$ cat src/rtl/calc_pkg.sv
// Shared encodings for the calculator arithmetic path: operator codes,
// sequencer states and the default operand width in BCD digits.
package calc_pkg;

    localparam int DIGITS_DEFAULT = 8;

    typedef enum logic [1:0] {
        OP_ADD  = 2'b00,
        OP_SUB  = 2'b01,
        OP_MUL  = 2'b10,
        OP_RSVD = 2'b11
    } op_t;

    typedef enum logic [2:0] {
        IDLE,
        ADD,
        SUB,
        SUBSWAP,
        MUL_SHIFT,
        MUL_ADD,
        FINISH
    } state_t;

endpackage

$ cat src/rtl/bcd_alu_sequencer_if.sv
// Command/result bundle between the calculator control FSM (master) and the
// BCD arithmetic sequencer (slave).
interface bcd_alu_sequencer_if
    import calc_pkg::*;
#(
    parameter int DIGITS = DIGITS_DEFAULT
);

    logic                  execute;
    logic                  clear;
    logic [1:0]            operator;
    logic [4*DIGITS-1:0]   reg_A;
    logic [4*DIGITS-1:0]   reg_B;
    logic                  busy;
    logic                  done;
    logic [4*DIGITS-1:0]   reg_result;
    logic                  negative;
    logic                  overflow;
    logic                  error;

    modport master (
        output execute, clear, operator, reg_A, reg_B,
        input  busy, done, reg_result, negative, overflow, error
    );

    modport slave (
        input  execute, clear, operator, reg_A, reg_B,
        output busy, done, reg_result, negative, overflow, error
    );

endinterface

$ cat src/rtl/bcd_digit_alu.sv
// Combinational single-digit BCD adder/subtractor; cout is carry for add and
// borrow for subtract. Inputs are assumed to be valid BCD digits.
module bcd_digit_alu (
    input  logic [3:0] a,
    input  logic [3:0] b,
    input  logic       cin,
    input  logic       sub,
    output logic [3:0] y,
    output logic       cout
);

    logic [4:0] sum;
    logic [4:0] diff;

    always_comb begin
        sum  = {1'b0, a} + {1'b0, b} + {4'd0, cin};
        diff = {1'b0, a} - {1'b0, b} - {4'd0, cin};
        y    = sum[3:0];
        cout = 1'b0;
        if (sub) begin
            // A negative difference wraps; adding ten in 4 bits yields the BCD digit
            if (diff[4]) begin
                y    = diff[3:0] + 4'd10;
                cout = 1'b1;
            end else begin
                y    = diff[3:0];
            end
        end else if (sum > 5'd9) begin
            y    = sum[3:0] + 4'd6;
            cout = 1'b1;
        end
    end

endmodule

$ cat src/rtl/bcd_alu_sequencer.sv
// Digit-serial BCD add/subtract/multiply sequencer sharing one digit ALU.
// state | meaning: IDLE wait | ADD a+b | SUB a-b | SUBSWAP b-a after borrow | MUL_SHIFT acc<<digit | MUL_ADD acc+=a | FINISH result/done
module bcd_alu_sequencer
    import calc_pkg::*;
#(
    parameter int DIGITS = DIGITS_DEFAULT
) (
    input  logic                clock,
    input  logic                reset_n,
    bcd_alu_sequencer_if.slave  bus
);

    localparam int W  = 4 * DIGITS;
    localparam int CW = (DIGITS > 1) ? $clog2(DIGITS) : 1;
    localparam logic [CW-1:0] CNT_LAST = CW'(DIGITS - 1);
    localparam logic [CW-1:0] CNT_ONE  = CW'(1);

    state_t          state_q, state_d;
    logic [W-1:0]    a_q, a_d;
    logic [W-1:0]    b_q, b_d;
    logic [W-1:0]    acc_q, acc_d;
    logic            carry_q, carry_d;
    logic [CW-1:0]   dig_q, dig_d;
    logic [CW-1:0]   mdig_q, mdig_d;
    logic [3:0]      rep_q, rep_d;
    logic            busy_q, busy_d;
    logic            done_q, done_d;
    logic [W-1:0]    result_q, result_d;
    logic            neg_q, neg_d;
    logic            ovf_q, ovf_d;
    logic            err_q, err_d;

    logic [3:0]      alu_a, alu_b, alu_y;
    logic            alu_sub, alu_cout;
    logic            fin, fin_ovf, fin_neg, fin_err;
    logic [W-1:0]    a_rot, b_rot, b_rotl, acc_in, acc_shl;
    logic [3:0]      msd_out, b_msd;
    logic            last_dig, last_mdig;

    function automatic logic all_bcd(input logic [W-1:0] v);
        logic ok;
        ok = 1'b1;
        for (int i = 0; i < DIGITS; i++) begin
            if (v[4*i +: 4] > 4'd9) ok = 1'b0;
        end
        return ok;
    endfunction

    bcd_digit_alu u_digit_alu (
        .a    (alu_a),
        .b    (alu_b),
        .cin  (carry_q),
        .sub  (alu_sub),
        .y    (alu_y),
        .cout (alu_cout)
    );

    always_comb begin
        alu_a   = a_q[3:0];
        alu_b   = b_q[3:0];
        alu_sub = 1'b0;
        case (state_q)
            SUB: alu_sub = 1'b1;
            SUBSWAP: begin
                alu_a   = b_q[3:0];
                alu_b   = a_q[3:0];
                alu_sub = 1'b1;
            end
            MUL_ADD: begin
                alu_a = acc_q[3:0];
                alu_b = a_q[3:0];
            end
            default: ;
        endcase
    end

    // Operands rotate so they are back in place after a full DIGITS-cycle pass
    assign a_rot     = {a_q[3:0], a_q[W-1:4]};
    assign b_rot     = {b_q[3:0], b_q[W-1:4]};
    assign b_rotl    = {b_q[W-5:0], b_q[W-1:W-4]};
    assign acc_in    = {alu_y, acc_q[W-1:4]};
    assign acc_shl   = {acc_q[W-5:0], 4'd0};
    assign msd_out   = acc_q[W-1:W-4];
    assign b_msd     = b_q[W-1:W-4];
    assign last_dig  = (dig_q == '0);
    assign last_mdig = (mdig_q == '0);

    always_comb begin
        state_d  = state_q;
        a_d      = a_q;
        b_d      = b_q;
        acc_d    = acc_q;
        carry_d  = carry_q;
        dig_d    = dig_q;
        mdig_d   = mdig_q;
        rep_d    = rep_q;
        busy_d   = busy_q;
        done_d   = 1'b0;
        result_d = result_q;
        neg_d    = neg_q;
        ovf_d    = ovf_q;
        err_d    = err_q;
        fin      = 1'b0;
        fin_ovf  = 1'b0;
        fin_neg  = 1'b0;
        fin_err  = 1'b0;

        if (bus.clear) begin
            state_d  = IDLE;
            busy_d   = 1'b0;
            result_d = '0;
            neg_d    = 1'b0;
            ovf_d    = 1'b0;
            err_d    = 1'b0;
        end else begin
            case (state_q)
                IDLE, FINISH: begin
                    state_d = IDLE;
                    if (bus.execute) begin
                        a_d      = bus.reg_A;
                        b_d      = bus.reg_B;
                        acc_d    = '0;
                        carry_d  = 1'b0;
                        dig_d    = CNT_LAST;
                        mdig_d   = CNT_LAST;
                        rep_d    = 4'd0;
                        result_d = '0;
                        neg_d    = 1'b0;
                        ovf_d    = 1'b0;
                        err_d    = 1'b0;
                        if (bus.operator == OP_RSVD || !all_bcd(bus.reg_A) || !all_bcd(bus.reg_B)) begin
                            fin     = 1'b1;
                            fin_err = 1'b1;
                        end else begin
                            busy_d = 1'b1;
                            case (op_t'(bus.operator))
                                OP_ADD:  state_d = ADD;
                                OP_SUB:  state_d = SUB;
                                default: state_d = MUL_SHIFT;
                            endcase
                        end
                    end
                end

                ADD, SUB, SUBSWAP: begin
                    a_d     = a_rot;
                    b_d     = b_rot;
                    acc_d   = acc_in;
                    carry_d = alu_cout;
                    dig_d   = dig_q - CNT_ONE;
                    if (last_dig) begin
                        carry_d = 1'b0;
                        dig_d   = CNT_LAST;
                        if (state_q == ADD) begin
                            fin     = 1'b1;
                            fin_ovf = alu_cout;
                        end else if (state_q == SUB) begin
                            if (alu_cout) state_d = SUBSWAP;
                            else          fin     = 1'b1;
                        end else begin
                            fin     = 1'b1;
                            fin_neg = 1'b1;
                        end
                    end
                end

                MUL_SHIFT: begin
                    acc_d = acc_shl;
                    b_d   = b_rotl;
                    rep_d = b_msd;
                    if (msd_out != 4'd0) begin
                        fin     = 1'b1;
                        fin_ovf = 1'b1;
                    end else if (b_msd != 4'd0) begin
                        state_d = MUL_ADD;
                        dig_d   = CNT_LAST;
                        carry_d = 1'b0;
                    end else if (last_mdig) begin
                        fin = 1'b1;
                    end else begin
                        mdig_d = mdig_q - CNT_ONE;
                    end
                end

                MUL_ADD: begin
                    a_d     = a_rot;
                    acc_d   = acc_in;
                    carry_d = alu_cout;
                    dig_d   = dig_q - CNT_ONE;
                    if (last_dig) begin
                        carry_d = 1'b0;
                        dig_d   = CNT_LAST;
                        if (alu_cout) begin
                            fin     = 1'b1;
                            fin_ovf = 1'b1;
                        end else if (rep_q != 4'd1) begin
                            rep_d = rep_q - 4'd1;
                        end else if (last_mdig) begin
                            fin = 1'b1;
                        end else begin
                            mdig_d  = mdig_q - CNT_ONE;
                            state_d = MUL_SHIFT;
                        end
                    end
                end

                default: state_d = IDLE;
            endcase
        end

        if (fin) begin
            state_d  = FINISH;
            busy_d   = 1'b0;
            done_d   = 1'b1;
            ovf_d    = fin_ovf;
            err_d    = fin_err;
            neg_d    = fin_neg & ~fin_ovf & ~fin_err;
            result_d = (fin_ovf || fin_err) ? '0 : acc_d;
        end
    end

    always_ff @(posedge clock or negedge reset_n) begin
        if (!reset_n) begin
            state_q  <= IDLE;
            a_q      <= '0;
            b_q      <= '0;
            acc_q    <= '0;
            carry_q  <= 1'b0;
            dig_q    <= '0;
            mdig_q   <= '0;
            rep_q    <= 4'd0;
            busy_q   <= 1'b0;
            done_q   <= 1'b0;
            result_q <= '0;
            neg_q    <= 1'b0;
            ovf_q    <= 1'b0;
            err_q    <= 1'b0;
        end else begin
            state_q  <= state_d;
            a_q      <= a_d;
            b_q      <= b_d;
            acc_q    <= acc_d;
            carry_q  <= carry_d;
            dig_q    <= dig_d;
            mdig_q   <= mdig_d;
            rep_q    <= rep_d;
            busy_q   <= busy_d;
            done_q   <= done_d;
            result_q <= result_d;
            neg_q    <= neg_d;
            ovf_q    <= ovf_d;
            err_q    <= err_d;
        end
    end

    assign bus.busy       = busy_q;
    assign bus.done       = done_q;
    assign bus.reg_result = result_q;
    assign bus.negative   = neg_q;
    assign bus.overflow   = ovf_q;
    assign bus.error      = err_q;

endmodule
$ cat src/flat_wrapper.sv
// flat-port wrapper written by rule: the top's interface ports become plain ports
module bcd_alu_sequencer_flat import calc_pkg::*;
#(
    parameter int DIGITS = DIGITS_DEFAULT
)
  (clock, reset_n, bus_execute, bus_clear, bus_operator, bus_reg_A, bus_reg_B, bus_busy, bus_done, bus_reg_result, bus_negative, bus_overflow, bus_error);
  bcd_alu_sequencer_if #(.DIGITS(DIGITS)) bus_i ();
  input  logic clock;
  input  logic reset_n;
  input wire logic [$bits(bus_i.execute)-1:0] bus_execute;
  input wire logic [$bits(bus_i.clear)-1:0] bus_clear;
  input wire logic [$bits(bus_i.operator)-1:0] bus_operator;
  input wire logic [$bits(bus_i.reg_A)-1:0] bus_reg_A;
  input wire logic [$bits(bus_i.reg_B)-1:0] bus_reg_B;
  output wire logic [$bits(bus_i.busy)-1:0] bus_busy;
  output wire logic [$bits(bus_i.done)-1:0] bus_done;
  output wire logic [$bits(bus_i.reg_result)-1:0] bus_reg_result;
  output wire logic [$bits(bus_i.negative)-1:0] bus_negative;
  output wire logic [$bits(bus_i.overflow)-1:0] bus_overflow;
  output wire logic [$bits(bus_i.error)-1:0] bus_error;
  assign bus_i.execute = bus_execute;
  assign bus_i.clear = bus_clear;
  assign bus_i.operator = bus_operator;
  assign bus_i.reg_A = bus_reg_A;
  assign bus_i.reg_B = bus_reg_B;
  assign bus_busy = bus_i.busy;
  assign bus_done = bus_i.done;
  assign bus_reg_result = bus_i.reg_result;
  assign bus_negative = bus_i.negative;
  assign bus_overflow = bus_i.overflow;
  assign bus_error = bus_i.error;
  bcd_alu_sequencer #(.DIGITS(DIGITS)) u_core (.clock(clock), .reset_n(reset_n), .bus(bus_i));
endmodule
$ cat config.mk
export PLATFORM = sky130hd
export DESIGN_NAME = bcd_alu_sequencer_flat
export DESIGN_NICKNAME = d
export VERILOG_FILES = /design/src/rtl/calc_pkg.sv /design/src/rtl/bcd_alu_sequencer_if.sv /design/src/rtl/bcd_digit_alu.sv /design/src/rtl/bcd_alu_sequencer.sv /design/src/flat_wrapper.sv
export SDC_FILE = /design/constraint.sdc
export NUM_CORES = 1
export LEC_CHECK = 0
export BUFFER_PORTS_ARGS = -buffer_cell sky130_fd_sc_hd__buf_2
export CAP_MARGIN = 20
export CORE_ASPECT_RATIO = 0.8
export CORE_MARGIN = 5
export CORE_UTILIZATION = 51
export CTS_BUF_LIST = sky130_fd_sc_hd__clkbuf_8
export DETAILED_ROUTE_END_ITERATION = 16
export HOLD_SLACK_MARGIN = 0.05
export PLACE_DENSITY = 0.72
export SETUP_SLACK_MARGIN = 0.3
export SLEW_MARGIN = 20
export SYNTH_ARGS = -nofsm -noshare
export SYNTH_HDL_FRONTEND = slang
export SYNTH_SLANG_ARGS = --single-unit
$ cat constraint.sdc
create_clock -name clock -period 9.45 [get_ports clock]
set_clock_uncertainty 0.1 [all_clocks]
set_input_delay 0.945 -clock clock [delete_from_list [all_inputs] [get_ports clock]]
set_output_delay 0.945 -clock clock [all_outputs]
set_load 0.1 [all_outputs]
==> results.py <==
metrics = {
    "status": {
        "outcome": "complete, no violations",
    },
    "global_routing": {
        "grt_use_total_pct": 23.45,
        "antenna_found_initial": 0,
        "grt_max_degree": 83,
        "grt_overflow": 0,
        "grt_pass1_wl_um": 35850,
        "grt_pass1_vias": 6978,
    },
    "sta": {
        "finalSetupViolCount": 0,
        "fmax_mhz": 170.1,
        "final_hold_viol_count": 0,
        "max-slew-margin-rel_pct": 27.52,
        "final-max-slew-violation-count": 0,
        "rsz0062_at_grt": "no",
        "period_needed_ns": 5.880,
        "setup_tns_ns": 0,
        "worst_slew_pin_slew_ns": 1.087,
        "finalCritPeriodShare_pct": 62.22,
    },
    "cells_and_area": {
        "fin_nets": 1168,
        "synthToLayoutAreaGrowth_pct": 12.04,
        "fin_area_um2": 9313,
        "n_antenna_cell": 0,
        "drive_gt1_share_pct": 16.12,
    },
    "clock_tree": {
        "cts_tree": "yes",
        "clock_path_buffers": 2,
        "cts-root-buf": "clkbuf_8",
        "post_cts_resized": 0,
        "cts_buffers": 17,
        "post_cts_buffers": 0,
        "cts.clk_slew.worst_paths_ns": 0.10,
        "cts_sinks": 147,
        "cts_hold_repair.buffers": 0,
        "htreeDepth": 4,
        "clkLatencyLatePin_ns": 0.47,
    },
    "detailed_routing": {
        "num_vias": 7599,
        "drt-initial-drc-count": 812,
        "via_per_inst": 5.814,
        "dr.pass1.iters": 5,
        "wl_um": 21910,
        "ant_nets": 0,
        "wl_per_cell_um": 16.76,
        "drc": 0,
    },
    "yosys": {
        "synth_area_leader_cell": "dfrtp_1",
        "syn_inst": 1012,
        "synth_warnings": 0,
        "yosysTopAreaCellShare_pct": 44.26,
        "synthesis.area_um2": 8312,
        "synth_most_common_cell": "nand2_1",
        "synth_area_per_cell_um2": 8.213,
        "yosysSeqAreaShare_pct": 44.26,
        "synth_cell_types": 68,
        "synthTopCellsByArea": "dfrtp_1 44%, nand2_1 13%, o21ai_0 7.2%",
        "synthTopCellsByCount": "295 x nand2_1, 147 x dfrtp_1, 119 x o21ai_0, 61 x nor2_1, 54 x clkbuf_1",
        "synth_edf_count": 0,
        "syn_nets": 1101,
        "async_flop_share_pct": 100.0,
        "synth_ff_type": "dfrtp_1",
        "ys_seq_elements": 147,
    },
    "setup_path": {
        "critical_path_class": "reg -> reg",
        "ff2ff_path_depth": 16,
        "r2r-start": "u_core.state_q[2]$_DFFE_PN0P_",
        "arrival_ns": 6.19,
        "slowest_delay_ns": 0.79,
        "r2r_slack_ns": 3.57,
        "cp-start-kind": "flop",
        "reg2reg_to": "u_core.bus.reg_result[3]$_DFFE_PN0P_",
        "cp_max_fo": 54,
        "slowest_stage": "dfrtp_2",
        "crit_path_end_kind": "flop",
        "crit_required_ns": 9.76,
        "path_cells": "buf_4 -> nor2b_1 -> o21ai_0 -> mux2_2 -> fa_1 -> inv_1 -> fa_1 -> ha_1 -> nor2b_1 -> a31o_4 -> o311ai_4 -> o221a_1 -> a221o_2 -> and3_1 -> buf_4 -> a22o_1",
    },
    "pwr": {
        "p_per_area_nw_per_um2": 384.6,
        "ir_drop_uv": 297.4,
        "power.leakage_nw": 4.362,
    },
    "floorplanning": {
        "core_um2": 15900,
        "die_h_um": 124.2,
        "initial_utilization_pct": 52.27,
        "die-area_um2": 18970,
        "placementRows": 41,
        "fp.dieW_um": 152.7,
        "ios": 107,
    },
    "place": {
        "dp_hpwl_um": 15020,
        "place.gp.congestion": 0.9211,
        "portBuffers": 106,
        "post_dp_cell_area_um2": 8910,
    },
    "run": {
        "max_cap_violations": 0,
    },
    "worst_hold_path": {
        "hold_path.class": "in -> async",
    },
}
cells in the final DEF (no fill, tap or decap), drive strengths merged, types with 3 or more instances in the layout:
master / netlist / layout
o22ai: 4 / 4
a31oi: 39 / 39
nand3: 38 / 38
ha: 15 / 15
nor3: 11 / 11
or4: 3 / 3
and3: 4 / 4
xnor2: 5 / 5
nand4: 5 / 5
nor2b: 9 / 9
nand2: 295 / 295
dfrtp: 147 / 147
a21oi: 9 / 9
clkbuf: 54 / 17
a22o: 38 / 38
nand2b: 7 / 7
a221o: 3 / 3
mux2: 7 / 7
o21ai: 127 / 127
inv: 25 / 36
a22oi: 31 / 31
clkinv: 0 / 3
nor4: 3 / 3
o31ai: 7 / 7
nor2: 61 / 61
nor3b: 3 / 3
o21a: 3 / 3
fa: 4 / 4
buf: 16 / 118
metal layers:
layer,routed length [µm],track usage (%),vias up
met4,305,6.511,0
li1,-,-,3671
met5,0,0,-
met2,9155,33.20,248
met1,10940,35.49,3647
met3,1504,6.078,33
critical path, delay by kind of cell (launching register included):
kind	cells	cell delay [ns]
DFF	1	0.79
AOI/OAI and AO/OA	6	1.81
and+or+nand+nor	3	0.51
buffers and inverters	3	0.94
adders and majority gates	3	1.17
muxes	1	0.44
power by group:
part / internal, W / switching (W)
logic: 0.000752 / 0.00132
clock network: 0.000221 / 0.000277
registers: 0.000817 / 0.000195
total: 0.00179 / 0.00179
cell type report:
cell class                      instances  area [µm²]
Clock buffer                           17       234.0
Clock inverter                         15       160.2
Fill cell                            1478        6590
Inverter                               25       93.84
Multi-Input combinational cell        770        4245
Sequential cell                       147        3680
Tap cell                              215       269.0
Timing Repair Buffer                  118       630.6
sequential cells by signal, summed over array words and instances (netlist names):
name,count
u_core.a_q,32
u_core.acc_q,32
u_core.b_q,32
u_core.bus.reg_result,32
u_core.rep_q,4
u_core.dig_q,3
u_core.mdig_q,3
u_core.state_q,3
u_core.bus.busy,1
u_core.bus.done,1
u_core.bus.error,1
u_core.bus.negative,1
u_core.bus.overflow,1
u_core.carry_q,1
cell families (layout without fill, tap and decap cells):
kind of cell | after synthesis | in the layout | synth area share (%)
and+or+nand+nor | 449 | 449 | 22.85
AOI/OAI and AO/OA | 287 | 287 | 22.70
DFF | 147 | 147 | 44.26
buffers and inverters | 95 | 175 | 5.073
adders and majority gates | 19 | 19 | 3.221
muxes | 8 | 8 | 1.069
xor gates and xnor gates | 7 | 7 | 0.8280
per-stage QoR:
stage	power [W]	hold WS, ns	utilization, %	setup slack (ns)	std cells
final	0.003582	0.3455	58.56	3.570	1307
after floorplan	0.002623	0.3703	-	4.722	1012
after detailed placement	0.003066	0.3681	56.03	3.674	1275
after global placement	0.003027	0.3615	56.03	3.827	1275
after CTS	0.003571	0.3623	58.51	3.663	1307
after global routing	0.003880	0.3602	58.56	3.285	1307
how the worst max path moves through the flow:
stage	from	end	slack (ns)	depth (start not counted)
6_report	u_core.state_q[2]$_DFFE_PN0P_	u_core.bus.reg_result[3]$_DFFE_PN0P_	3.57	16
5_1_grt	u_core.state_q[2]$_DFFE_PN0P_	u_core.bus.negative$_DFFE_PN0P_	3.28	16
4_1_cts	u_core.state_q[2]$_DFFE_PN0P_	u_core.bus.reg_result[23]$_DFFE_PN0P_	3.66	16
3_5_place_dp	u_core.state_q[2]$_DFFE_PN0P_	u_core.bus.reg_result[23]$_DFFE_PN0P_	3.67	16
3_3_place_gp	u_core.state_q[2]$_DFFE_PN0P_	u_core.bus.reg_result[1]$_DFFE_PN0P_	3.83	16
2_1_floorplan	u_core.state_q[2]$_DFFE_PN0P_	u_core.rep_q[1]$_DFFE_PN0P_	4.72	19
Power figures use the tool's default switching activity.
